### config.mk
export PLATFORM = sky130hd
export DESIGN_NAME = carpbol_denetleyici
export DESIGN_NICKNAME = d
export VERILOG_FILES = /design/src/rtl/carpbol_denetleyici.sv
export SDC_FILE = /design/constraint.sdc
export NUM_CORES = 1
export LEC_CHECK = 0
export BUFFER_PORTS_ARGS = -buffer_cell sky130_fd_sc_hd__buf_2
export CAP_MARGIN = 20
export CORE_AREA = 2 2 169 171
export CTS_CLUSTER_SIZE = 8
export DETAILED_ROUTE_END_ITERATION = 8
export DIE_AREA = 0 0 171 173
export PLACE_DENSITY = 0.85
export SETUP_SLACK_MARGIN = 0.02
export SYNTH_ARGS = -nofsm -noshare
export SYNTH_HDL_FRONTEND = slang
export SYNTH_SLANG_ARGS = --single-unit
### constraint.sdc
create_clock -name clk_i -period 9.8 [get_ports clk_i]
set_input_delay 0 -clock clk_i [delete_from_list [all_inputs] [get_ports clk_i]]
set_output_delay 0 -clock clk_i [all_outputs]
set_load 0.005 [all_outputs]
### src/rtl/carpbol_denetleyici.sv
// RV32 M-extension multiply/divide unit: iterative shift-add multiply and
// restoring divide, 32 iterations per operation, with optional fast exit.
module carpbol_denetleyici #(
    parameter int unsigned HIZLI_YOL = 1
) (
    input  logic        clk_i,
    input  logic        rst_ni,
    input  logic        basla_i,
    input  logic [2:0]  funct3_i,
    input  logic [31:0] islenen1_i,
    input  logic [31:0] islenen2_i,
    input  logic        iptal_i,
    output logic [31:0] sonuc_o,
    output logic        gecerli_o,
    output logic        mesgul_o,
    output logic        durdur_o
);

    typedef enum logic [2:0] {
        BOSTA, HAZIRLA, HESAPLA, DUZELT, BITTI
    } durum_t;

    durum_t      durum;
    logic [5:0]  sayac;
    logic [2:0]  islem_q;
    logic [31:0] op1_q;
    logic [31:0] op2_q;
    logic [31:0] ikinci_q;
    logic [63:0] ara_q;
    logic        isaret_q;
    logic        kalan_isaret_q;

    logic        bolme;
    logic        isaretli1;
    logic        isaretli2;
    logic        neg1;
    logic        neg2;
    logic [31:0] mutlak1;
    logic [31:0] mutlak2;
    logic        bolen_sifir;
    logic        tasma;
    logic [31:0] hizli_sonuc;
    logic [32:0] carp_toplam;
    logic [33:0] deneme;
    logic [63:0] ara_sonraki;
    logic [63:0] carpim;
    logic [31:0] bolum;
    logic [31:0] kalan;
    logic [31:0] duz_sonuc;

    always_comb begin
        bolme       = islem_q[2];
        isaretli1   = (islem_q == 3'b000) || (islem_q == 3'b001) || (islem_q == 3'b010)
                   || (islem_q == 3'b100) || (islem_q == 3'b110);
        isaretli2   = (islem_q == 3'b000) || (islem_q == 3'b001)
                   || (islem_q == 3'b100) || (islem_q == 3'b110);
        neg1        = isaretli1 && op1_q[31];
        neg2        = isaretli2 && op2_q[31];
        mutlak1     = neg1 ? (32'd0 - op1_q) : op1_q;
        mutlak2     = neg2 ? (32'd0 - op2_q) : op2_q;
        bolen_sifir = (op2_q == '0);
        tasma       = bolme && isaretli2 && (op1_q == 32'h8000_0000) && (op2_q == '1);
        if (bolen_sifir)
            hizli_sonuc = islem_q[1] ? op1_q : '1;
        else
            hizli_sonuc = islem_q[1] ? '0 : 32'h8000_0000;

        // Multiply: product upper half accumulates, rs2 bits consumed from the LSB.
        // Divide: {remainder, dividend} shifts left, quotient bits enter at the LSB.
        carp_toplam = {1'b0, ara_q[63:32]} + (ara_q[0] ? {1'b0, ikinci_q} : 33'd0);
        deneme      = {1'b0, ara_q[63:31]} - {2'b00, ikinci_q};
        if (!bolme)
            ara_sonraki = {carp_toplam, ara_q[31:1]};
        else if (!deneme[33])
            ara_sonraki = {deneme[31:0], ara_q[30:0], 1'b1};
        else
            ara_sonraki = {ara_q[62:0], 1'b0};

        carpim = isaret_q ? (64'd0 - ara_q) : ara_q;
        bolum  = isaret_q ? (32'd0 - ara_q[31:0]) : ara_q[31:0];
        kalan  = kalan_isaret_q ? (32'd0 - ara_q[63:32]) : ara_q[63:32];
        if (!bolme)
            duz_sonuc = (islem_q[1:0] == 2'b00) ? carpim[31:0] : carpim[63:32];
        else
            duz_sonuc = islem_q[1] ? kalan : bolum;
    end

    always_ff @(posedge clk_i or negedge rst_ni) begin
        if (!rst_ni) begin
            durum          <= BOSTA;
            sayac          <= '0;
            islem_q        <= '0;
            op1_q          <= '0;
            op2_q          <= '0;
            ikinci_q       <= '0;
            ara_q          <= '0;
            isaret_q       <= 1'b0;
            kalan_isaret_q <= 1'b0;
            sonuc_o        <= '0;
        end else if (durum == BOSTA) begin
            if (basla_i && !iptal_i) begin
                islem_q <= funct3_i;
                op1_q   <= islenen1_i;
                op2_q   <= islenen2_i;
                durum   <= HAZIRLA;
            end
        end else if (iptal_i) begin
            durum <= BOSTA;
            sayac <= '0;
        end else begin
            case (durum)
                HAZIRLA: begin
                    // A zero divisor keeps the quotient all-ones, so its sign is never applied.
                    isaret_q       <= (bolme && bolen_sifir) ? 1'b0 : (neg1 ^ neg2);
                    kalan_isaret_q <= neg1;
                    if ((HIZLI_YOL != 0) && bolme && (bolen_sifir || tasma)) begin
                        sonuc_o <= hizli_sonuc;
                        durum   <= BITTI;
                    end else begin
                        ara_q    <= bolme ? {32'd0, mutlak1} : {32'd0, mutlak2};
                        ikinci_q <= bolme ? mutlak2 : mutlak1;
                        sayac    <= '0;
                        durum    <= HESAPLA;
                    end
                end
                HESAPLA: begin
                    ara_q <= ara_sonraki;
                    sayac <= sayac + 6'd1;
                    if (sayac == 6'd31)
                        durum <= DUZELT;
                end
                DUZELT: begin
                    sonuc_o <= duz_sonuc;
                    durum   <= BITTI;
                end
                default: durum <= BOSTA;
            endcase
        end
    end

    // The valid pulse must be squashable by a flush in the same cycle, so it is
    // decoded from the state rather than registered separately.
    assign gecerli_o = (durum == BITTI) && !iptal_i;
    assign mesgul_o  = (durum != BOSTA);
    assign durdur_o  = ((durum == BOSTA) && basla_i && !iptal_i)
                    || (durum == HAZIRLA) || (durum == HESAPLA) || (durum == DUZELT);

endmodule

## Yosys cells after proc, flatten, opt, wreduce, memory -nomap -nowiden

Index checks and enable logic that the tools add are counted.

- Register bits after elaboration: 206
- Bits in latches: 0
- Bits in writable memories: 0
- ROM bits: 0
- Input bits: 71
- Output and inout port bits: 35
- Memories kept: 0

- Add/sub/neg operators: 8
- Multipliers: 0
- Div/mod/pow operators: 0
- Magnitude comparators: 0
- Eq/ne operators: 16
- Shift-type cells: 0
- Multiplexer cells: 30
- Bitwise gates (word level): 4
- Reduce and logical (&&, ||, !) cells: 37

Operator list:

| kind | number |
|---|---|
| 2-to-1 mux 32 bit | 14 |
| 2-to-1 mux 64 bit | 4 |
| case mux 64 bit (2 select lines) | 1 |
| subtractor 1 x 32 -> 32 bit, first input constant | 4 |
| equality test 32 bit, second input constant | 2 |
| case mux 32 bit (2 select lines) | 1 |
| subtractor 1 x 64 -> 64 bit, first input constant | 1 |
| subtractor 33 x 32 -> 34 bit | 1 |
| adder 32 x 32 -> 33 bit | 1 |
| logical NOT 32 bit | 1 |
| 2-to-1 mux 3 bit | 5 |
| 2-to-1 mux 6 bit | 2 |
| case mux 6 bit (2 select lines) | 1 |
| AND reduction 4 bit | 3 |
| logical AND 1 bit | 11 |
| logical OR 1 bit | 10 |
| equality test 3 x 2 -> 1 bit, second input constant | 3 |
| equality test 3 bit, second input constant | 3 |
| case mux 3 bit (3 select lines) | 1 |
| adder 6 x 1 -> 6 bit, second input constant | 1 |
| equality test 3 x 1 -> 1 bit, second input constant | 2 |
| equality test 6 x 5 -> 1 bit, second input constant | 1 |
| logical NOT 3 bit | 2 |
| inequality test 2 bit, second input constant | 3 |
| 11 further kinds | 17 |

## Longest topological paths before layout

Gate-level depths: netlist (run 1).

- Depth after elaboration: 13
- Mapped depth: 13

## Least setup slack after synthesis (run 1)

OpenSTA, ideal clock, no wires.

- Path type: reg-to-reg
- From: reg ara_q[0]
- To: reg sonuc_o[2]
- Data arrival time: 3137 ps
- Required time: 9669 ps
- Setup slack: 6532 ps
- Cell stages (with the launch flop): 14
- Path buffers: 3
- Path through: dfrtp_1 -> inv_1 -> clkbuf_1 -> ha_1 -> inv_1 -> or4_4 -> buf_6 -> or4_4 -> buf_6 -> o31ai_1 -> xnor2_1 -> mux2i_1 -> a221oi_1 -> o21ai_1

- Longest elaborated chain between the ends: 5
- Elaborated cells on any way between the ends: 8
- Classes of those cells: 2 x add/sub; 6 x mux

RTL lines:

| what | line | source |
|---|---|---|
| start, declared | 29 | `logic [63:0] ara_q;` |
| start signal, assigned | 120 | `ara_q <= bolme ? {32'd0, mutlak1} : {32'd0, mutlak2};` |
| start signal, assigned | 127 | `ara_q <= ara_sonraki;` |
| subtractor 1 x 64 -> 64 bit / subtractor 1 x 32 -> 32 bit (equally long branches) | 79, 80 |  |
| 2-to-1 mux 64 bit / 2-to-1 mux 32 bit (equally long branches) | 79, 80 |  |
| 2-to-1 mux 32 bit (on tied branches) | 83, 85 |  |
| 2-to-1 mux 32 bit * | 82 | `if (!bolme)` |
| case mux 32 bit (2 select lines) * | 111 | `case (durum)` |
| end signal, assigned | 117 | `sonuc_o <= hizli_sonuc;` |
| end signal, assigned | 133 | `sonuc_o <= duz_sonuc;` |
| end, declared | 13 | `output logic [31:0] sonuc_o,` |

Every way passes the cells marked *; elsewhere a longest branch is shown, timed or not.
A chain may end at the register's enable or synchronous reset.

## Final worst setup path (run 1)

- From: reg op2_q[2]
- To: reg ara_q[2]

- Longest elaborated chain between the ends: 6
- Elaborated cells on any way between the ends: 12
- Classes of those cells: 1 x add/sub; 2 x eq/ne; 4 x mux; 5 x reduce/logical

RTL lines:

| what | line | source |
|---|---|---|
| start, declared | 27 | `logic [31:0] op2_q;` |
| start signal, assigned | 104 | `op2_q <= islenen2_i;` |
| branches (longest 6 deep; another with subtractor 1 x 32 -> 32 bit) | -- |  |

Parallel ways; which one is timed is not known. The select of a mux whose other input is x is not followed.

==> results.tsv, run 1 <==
stage	metric	value	unit
worst_setup_path	Setup CP Type	reg -> reg	
final_layout	Filler Cell Count	2116	
timing	relative slew slack	24.9	%
synth	flops & latches, synth	206	
timing	endpoints failing hold	19	
grt	first-pass GRT wire length	107000	um
final_layout	Final Util	72.2	%
grt	initial antenna violation count	0	
timing	slew of the pin with the lowest slew margin	1.13	ns
outcome	violated checks	hold timing	
run	Max-Cap Viols	0	
floorplan	Die Y	173	um
floorplan	die area	29600	um^2
drt	via count	18900	
worst_setup_path	CP cell instances	or4_1 -> nor3_1 -> nand4_1 -> nor4_2 -> nor3_2 -> buf_4 -> nor2_4 -> buf_4 -> inv_2 -> nor2_1 -> o22ai_1	
final_layout	ANT cells	0	
synth	Mapped Nets	2339	
synth	post-synthesis cell count	2196	
cts	Post-CTS Setup Inserts	0	
placed_design	Inst Count DP	2547	
cts	clock root buffer	clkbuf_16	
synth	EDFF count, synth	0	
power_and_ir_drop	total power draw	6.95	mW
synth	Synth cell types	83	
cts	Reg clk slew, reported paths	0.05	ns
floorplan	Ports	106	
final_layout	commonest non-fill, non-tap cells in the layout	o21ai_0, dfrtp_1, nor2_1	
timing	Setup Total Neg Slack	0	ns
cts	Clock Tree Buf Depth	3	
placed_design	GP Congestion	1.01	
placed_design	I/O Buffers	105	
synth	sequential share of the synthesized area	29.0	%
cts	clock latency on the worst-skew pair	0.56	ns
drt	final WL	70100	um
final_layout	area delta synth->final	12.3	%
floorplan	Die X	171	um
placed_design	Detailed Place HPWL	48300	um
worst_setup_path	slowest cell on the critical path	nor4_2	
power_and_ir_drop	Max VDD drop	195	uV
final_layout	Multi-input gate area	11700	um^2
worst_setup_path	CP most frequent cell	buf_4	
floorplan	row cnt	61	
drt	vias per std cell	7.13	
synth	ys flop type	dfrtp_1	
worst_setup_path	slowest cell delay on critical path	0.68	ns
drt	remaining antenna violation count	0	
cts	CTS H-tree lvls	1	
drt	Pre-Repair DR Iteration Count	6	
final_layout	Finished Layout Cells	2656	
timing	fin crit share	47.2	%
timing	fin crit period	4.62	ns
power_and_ir_drop	P_leak	8.54	nW
timing	final slew viol count	0	
synth	asr flop ratio synth	100	%
final_layout	fraction of layout cells with a size suffix above 1	12.8	%
floorplan	starting density of the core	64.3	%
synth	Synth Area per Inst	8.08	um^2
worst_setup_path	worst path required time	10.20	ns
final_layout	leading cell type in the layout, fill and taps excluded	o21ai_0	
drt	drt wl/cell	26.4	um
cts	CTS buffer count	30	
timing	WHS	-0.0194	ns
final_layout	Nets	2415	
synth	Ys Warns	0	
drt	Residual DRC	0	
timing	RSZ-0062 raised after global routing	no	
grt	total grt overflow	0	
timing	Final setup viols	0	
timing	Peak Freq	216	MHz
timing	clk_skew	0.0164	ns
grt	GRT Util Overall	46.9	%
final_layout	Register Area	5160	um^2
floorplan	core box area	27600	um^2
power_and_ir_drop	pwr/cell area	348	nW/um^2
drt	drt first-iter violations	2676	
cts	CTS tree	done	
cts	CTS sink count	206	
worst_hold_path	min-delay worst type	in -> async	
grt	largest net degree at the start of global routing	107	
worst_setup_path	Setup crit end kind	flip-flop	
synth	Post-Syn Area	17800	um^2
grt	vias in the first global route	17900	
worst_setup_path	crit path DAT	5.02	ns
outcome	status	finished with violations	
worst_setup_path	startpoint class of the critical path	flip-flop	
worst_setup_path	CP Max Fanout	54	
-- metal layers --
metal / global-route usage (%) / vias up / part of all wire (%)
li1: - / 8231 / -
met1: 62.0 / 8828 / 37
met2: 70.0 / 1488 / 43
met3: 10.2 / 377 / 12
met4: 28.7 / 0 / 8.0
met5: 0 / - / 0
-- cell families after synthesis --
| kind of cell | synth area share [%] |
|---|---|
| AOI/OAI and AO/OA | 26.4 |
| and+or+nand+nor | 17.8 |
| buffers and inverters | 5.47 |
| DFF | 29.0 |
| xor gates and xnor gates | 8.83 |
| muxes | 7.32 |
| adders and majority gates | 5.16 |
-- what timing repair did --
| item | in CTS | in global routing |
|---|---|---|
| hold buffers | 68 | 0 |
| resized for setup | 0 | 0 |
| endpoints found under the hold margin | 121 | 0 |
| setup endpoints to repair | 0 | 0 |
-- worst max-delay path: cells and delay by family (launching register included) --
family,cells,cell delay [ns]
compound gates,1,0.10
buf+inv,3,1.13
flops,1,0.47
simple gates,7,2.71
-- worst paths after layout --
path                              from  depth (start not counted)     endpoint  slack, ns
min in group clk_i             iptal_i                          4     isaret_q       0.06
min reg2reg                sonuc_o[13]                          2  sonuc_o[13]       0.47
max                           op2_q[2]                         11     ara_q[2]       5.18
max reg2reg                   op2_q[2]                         11     ara_q[2]       5.18
min                             rst_ni                          2  sonuc_o[22]      -0.02
max in group asynchronous       rst_ni                          3    ara_q[27]       8.37
-- per-stage QoR --
stage / cell area (um^2) / setup WS, ns
after global routing: 19900 / 5.02
final: 19900 / 5.18
after detailed placement: 18400 / 5.46
after global placement: 18400 / 5.55
after floorplan: 17800 / 6.53
after CTS: 19900 / 5.44
-- synthesized netlist by cell type (10+ instances only) --
master	n	area, um^2
nand2b_1	11	68.8
a21o_1	38	285
nor2_1	191	717
o41ai_1	19	166
nand3_1	35	175
a2111oi_0	10	87.6
buf_1	16	60.1
nor4_1	25	156
o21bai_1	11	82.6
a211oi_1	25	188
o21ai_0	210	1050
o31ai_1	52	390
o211ai_1	23	173
or3_1	24	150
xor2_1	73	639
nor3_1	54	270
or4_1	26	195
inv_1	87	327
o21a_1	15	113
clkbuf_1	127	477
or2_2	11	68.8
buf_2	12	60.1
o22ai_1	19	119
xnor2_1	106	928
o221ai_1	19	166
a221oi_1	11	96.3
mux2_2	73	822
ha_1	70	876
a21oi_1	144	721
a31oi_1	28	175
and3_1	10	62.6
dfrtp_1	206	5150
nand2_1	189	709
o211a_1	10	100
nand4_1	31	194
nor2b_1	15	93.8
mux2i_1	41	410
-- final cells by class --
type | count | share of cell area [%]
Tap cell | 378 | 2.37
Clock buffer | 37 | 4.10
Clock inverter | 1 | 0.0251
Inverter | 88 | 1.66
Timing Repair Buffer | 204 | 7.45
Sequential cell | 206 | 25.9
Multi-Input combinational cell | 1742 | 58.5
-- sequential cells by signal, indices dropped and copies added, names as in the netlist --
| register | count |
|---|---|
| sonuc_o | 32 |
| durum | 3 |
| sayac | 6 |
| op2_q | 32 |
| isaret_q | 1 |
| kalan_isaret_q | 1 |
| op1_q | 32 |
| islem_q | 3 |
| ara_q | 64 |
| ikinci_q | 32 |
-- power breakdown --
part / internal [mW] / switching (mW)
sequential: 1.13 / 0.591
combinational: 1.60 / 2.66
clock: 0.570 / 0.390
No activity file was read; power rests on OpenSTA's default activity.
==> run 2, diff against run 1 <==
- CORE_AREA: 2 2 169 171 -> 2 2 171 173
- DIE_AREA: 0 0 171 173 -> 0 0 173 175
- PLACE_DENSITY: 0.85 -> 0.84
- clock period: 9.8 -> 4.3 ns (I/O delays scaled with it)
==> run 2 against run 1 <==
Net effect:
- the run now ends clean
- critical endpoint is now ara_q[60]
- non-clock buffer count is 29 higher
- global-route usage shrank 0.88 points
- utilization fell by 1.3 points
- largest power group unchanged
- highest routed layer is now met5
==> results.tsv, run 2 (synthesized netlist as in run 1, its figures left out) <==
stage	metric	value	unit	change
final_layout	Finished Layout Cells	2688		+1.2%
grt	GRT Util Overall	46.0	%	-0.88 points
floorplan	die area	30300	um^2	+2.3%
final_layout	Biggest register	ara_q		
power_and_ir_drop	Switch Pwr	8.51	mW	+130%
worst_setup_path	slowest cell delay on critical path	0.52	ns	-0.16 ns
placed_design	I/O Buffers	105		unchanged
floorplan	Die X	173	um	+1.2%
worst_setup_path	worst path required time	4.72	ns	-5.48 ns
final_layout	commonest non-fill, non-tap cells in the layout	o21ai_0, dfrtp_1, nor2_1		
final_layout	area delta synth->final	13.3	%	
final_layout	leading cell type in the layout, fill and taps excluded	o21ai_0		
cts	CTS buffer count	29		-3.3%
power_and_ir_drop	Sw Ratio	53.0	%	+0.47 points
drt	Pre-Repair DR Iteration Count	7		+1
worst_setup_path	Buf/Inv on CP	1		-2
timing	final slew viol count	0		unchanged
timing	Setup Total Neg Slack	0	ns	unchanged
grt	vias in the first global route	18500		+3.1%
drt	Residual DRC	0		unchanged
timing	WHS	0.117	ns	+0.137 ns
timing	relative slew slack	27.4	%	+2.4 points
floorplan	core box area	28400	um^2	+2.8%
timing	clk_skew	0.0151	ns	-0.00130 ns
final_layout	max FFs per register	64		unchanged
placed_design	Detailed Place HPWL	49700	um	+2.8%
worst_setup_path	CP Max Fanout	18		-67%
grt	first-pass GRT wire length	108000	um	+1.3%
power_and_ir_drop	Int Pwr	7.56	mW	+130%
cts	CTS H-tree lvls	1		unchanged
power_and_ir_drop	total power draw	16.1	mW	+130%
worst_setup_path	startpoint class of the critical path	flip-flop		
power_and_ir_drop	Max VDD drop	465	uV	+140%
worst_setup_path	Top delay family on crit path	compound AO/OA/AOI/OAI gates		
cts	clock latency on the worst-skew pair	0.58	ns	+0.02 ns
timing	RSZ-0062 raised after global routing	no		
timing	fin crit period	3.89	ns	-0.730 ns
power_and_ir_drop	Comb pwr share	62.9	%	+1.5 points
floorplan	starting density of the core	62.5	%	-1.7 points
cts	Post-CTS Setup Inserts	0		unchanged
grt	total grt overflow	0		unchanged
cts	Clock Tree Buf Depth	3		unchanged
drt	final WL	70900	um	+1.1%
floorplan	Ports	106		unchanged
timing	fin crit share	90.5	%	+43 points
cts	Reg clk slew, reported paths	0.05	ns	about the same
worst_setup_path	worst reg-to-reg setup slack	0.41	ns	-4.77 ns
timing	Peak Freq	257	MHz	+19%
worst_setup_path	Setup crit end kind	flip-flop		
drt	vias per std cell	7.17		+0.65%
grt	initial antenna violation count	2		+2
power_and_ir_drop	pwr/cell area	799	nW/um^2	+130%
worst_setup_path	crit path DAT	4.32	ns	-0.70 ns
grt	largest net degree at the start of global routing	161		+50%
placed_design	GP Congestion	1.07		+6.2%
final_layout	Nets	2443		+1.2%
floorplan	Die Y	175	um	+1.2%
worst_setup_path	CP most frequent cell	o21ai_0		
power_and_ir_drop	Seq pwr share	24.1	%	-0.7 points
timing	Final setup viols	0		unchanged
drt	drt wl/cell	26.4	um	about the same
timing	endpoints failing hold	0		-19
worst_setup_path	slowest cell on the critical path	dfrtp_1		
power_and_ir_drop	P_leak	8.64	nW	+1.3%
run	Max-Cap Viols	0		unchanged
drt	remaining antenna violation count	0		unchanged
worst_setup_path	CP cell instances	clkinvlp_4 -> nor2_1 -> ha_1 -> a2111oi_0 -> o21ai_0 -> nand4_1 -> a311oi_1 -> a221oi_2 -> o21ai_0 -> o311ai_0 -> o211ai_1		
outcome	status	complete, no violations		
drt	via count	19300		+1.9%
floorplan	row cnt	62		+1.6%
cts	CTS sink count	206		unchanged
worst_setup_path	Setup CP Type	reg -> reg		
cts	clock root buffer	clkbuf_16		
power_and_ir_drop	clock power share	13.0	%	-0.8 points
worst_hold_path	min-delay worst type	in -> async		
drt	drt first-iter violations	2920		+9.1%
placed_design	Inst Count DP	2584		+1.5%
timing	slew of the pin with the lowest slew margin	1.09	ns	-0.0398 ns
cts	CTS tree	done		
final_layout	fraction of layout cells with a size suffix above 1	13.8	%	+0.99 points
[run 2: cell types whose count changed in the layout (fill, tap and decap cells not counted), moves of 2 or more]
cell and change:
buf_4 +28, buf_12 +3, buf_16 -2, clkbuf_8 -2, clkbuf_16 -2
[run 2: through the flow]
step / area [um^2] / worst slack, ns / utilization (%)
after floorplan: 17800 / 1.03 / -
after global placement: 18600 / 0.427 / 65.7
after detailed placement: 18600 / 0.370 / 65.7
after CTS: 20100 / 0.362 / 70.8
after global routing: 20100 / 0.0308 / 70.8
final: 20100 / 0.408 / 70.8
[run 2: worst reg2reg max path, delay by kind of cell, from the launching register on]
kind	cells	cell delay (ns)
compound gates	7	2.06
buf+inv	1	0.45
fa+ha+maj	1	0.28
flops	1	0.52
simple gates	2	0.43
[run 2: power by group through the flow]
stage | clock network [mW] | logic [mW] | registers (mW)
after floorplan | 0 | 7.06 | 3.17
after global placement | 0 | 9.40 | 3.73
after detailed placement | 0 | 9.52 | 3.77
after CTS | 2.07 | 9.64 | 3.74
after global routing | 2.15 | 10.8 | 3.91
final | 2.09 | 10.1 | 3.87
[run 2: worst paths after layout]
check                               startpoint           to  cells past startpoint
worst max-delay path                  ara_q[0]    ara_q[60]                     11
max in group asynchronous               rst_ni   islem_q[2]                      3
worst max register to register        ara_q[0]    ara_q[60]                     11
worst min register to register     sonuc_o[17]  sonuc_o[17]                      2
min in group clk_i              islenen1_i[26]    op1_q[26]                      3
worst min-delay path                    rst_ni  sonuc_o[29]                      2
[run 2: repair_timing]
item                                    CTS  global route
gates resized for setup                   0             2
hold buffers                             69             0
endpoints found under the hold margin   172             0
endpoints found under the setup margin    0             2
[run 2: cell type report]
class,instances,area [um^2]
multi-input cells,1742,11700
flip-flops and latches,206,5160
clock buffers,33,741
diodes,1,2.50
clock inverters,1,20.0
repair buffers,233,1710
well taps,384,480
inverters,88,334
fillers,2173,8280
[run 2: layer usage]
layer  vias to the layer above  GRT usage [%]  part of all wire (%)  routed length (um)
met5                         -              0                 0.021                  15
met4                         2           31.0                   8.5                5990
met1                      9023           57.5                    36               25700
met2                      1544           69.8                    43               30300
met3                       417           12.5                    13                8960
li1                       8291              -                     -                   -
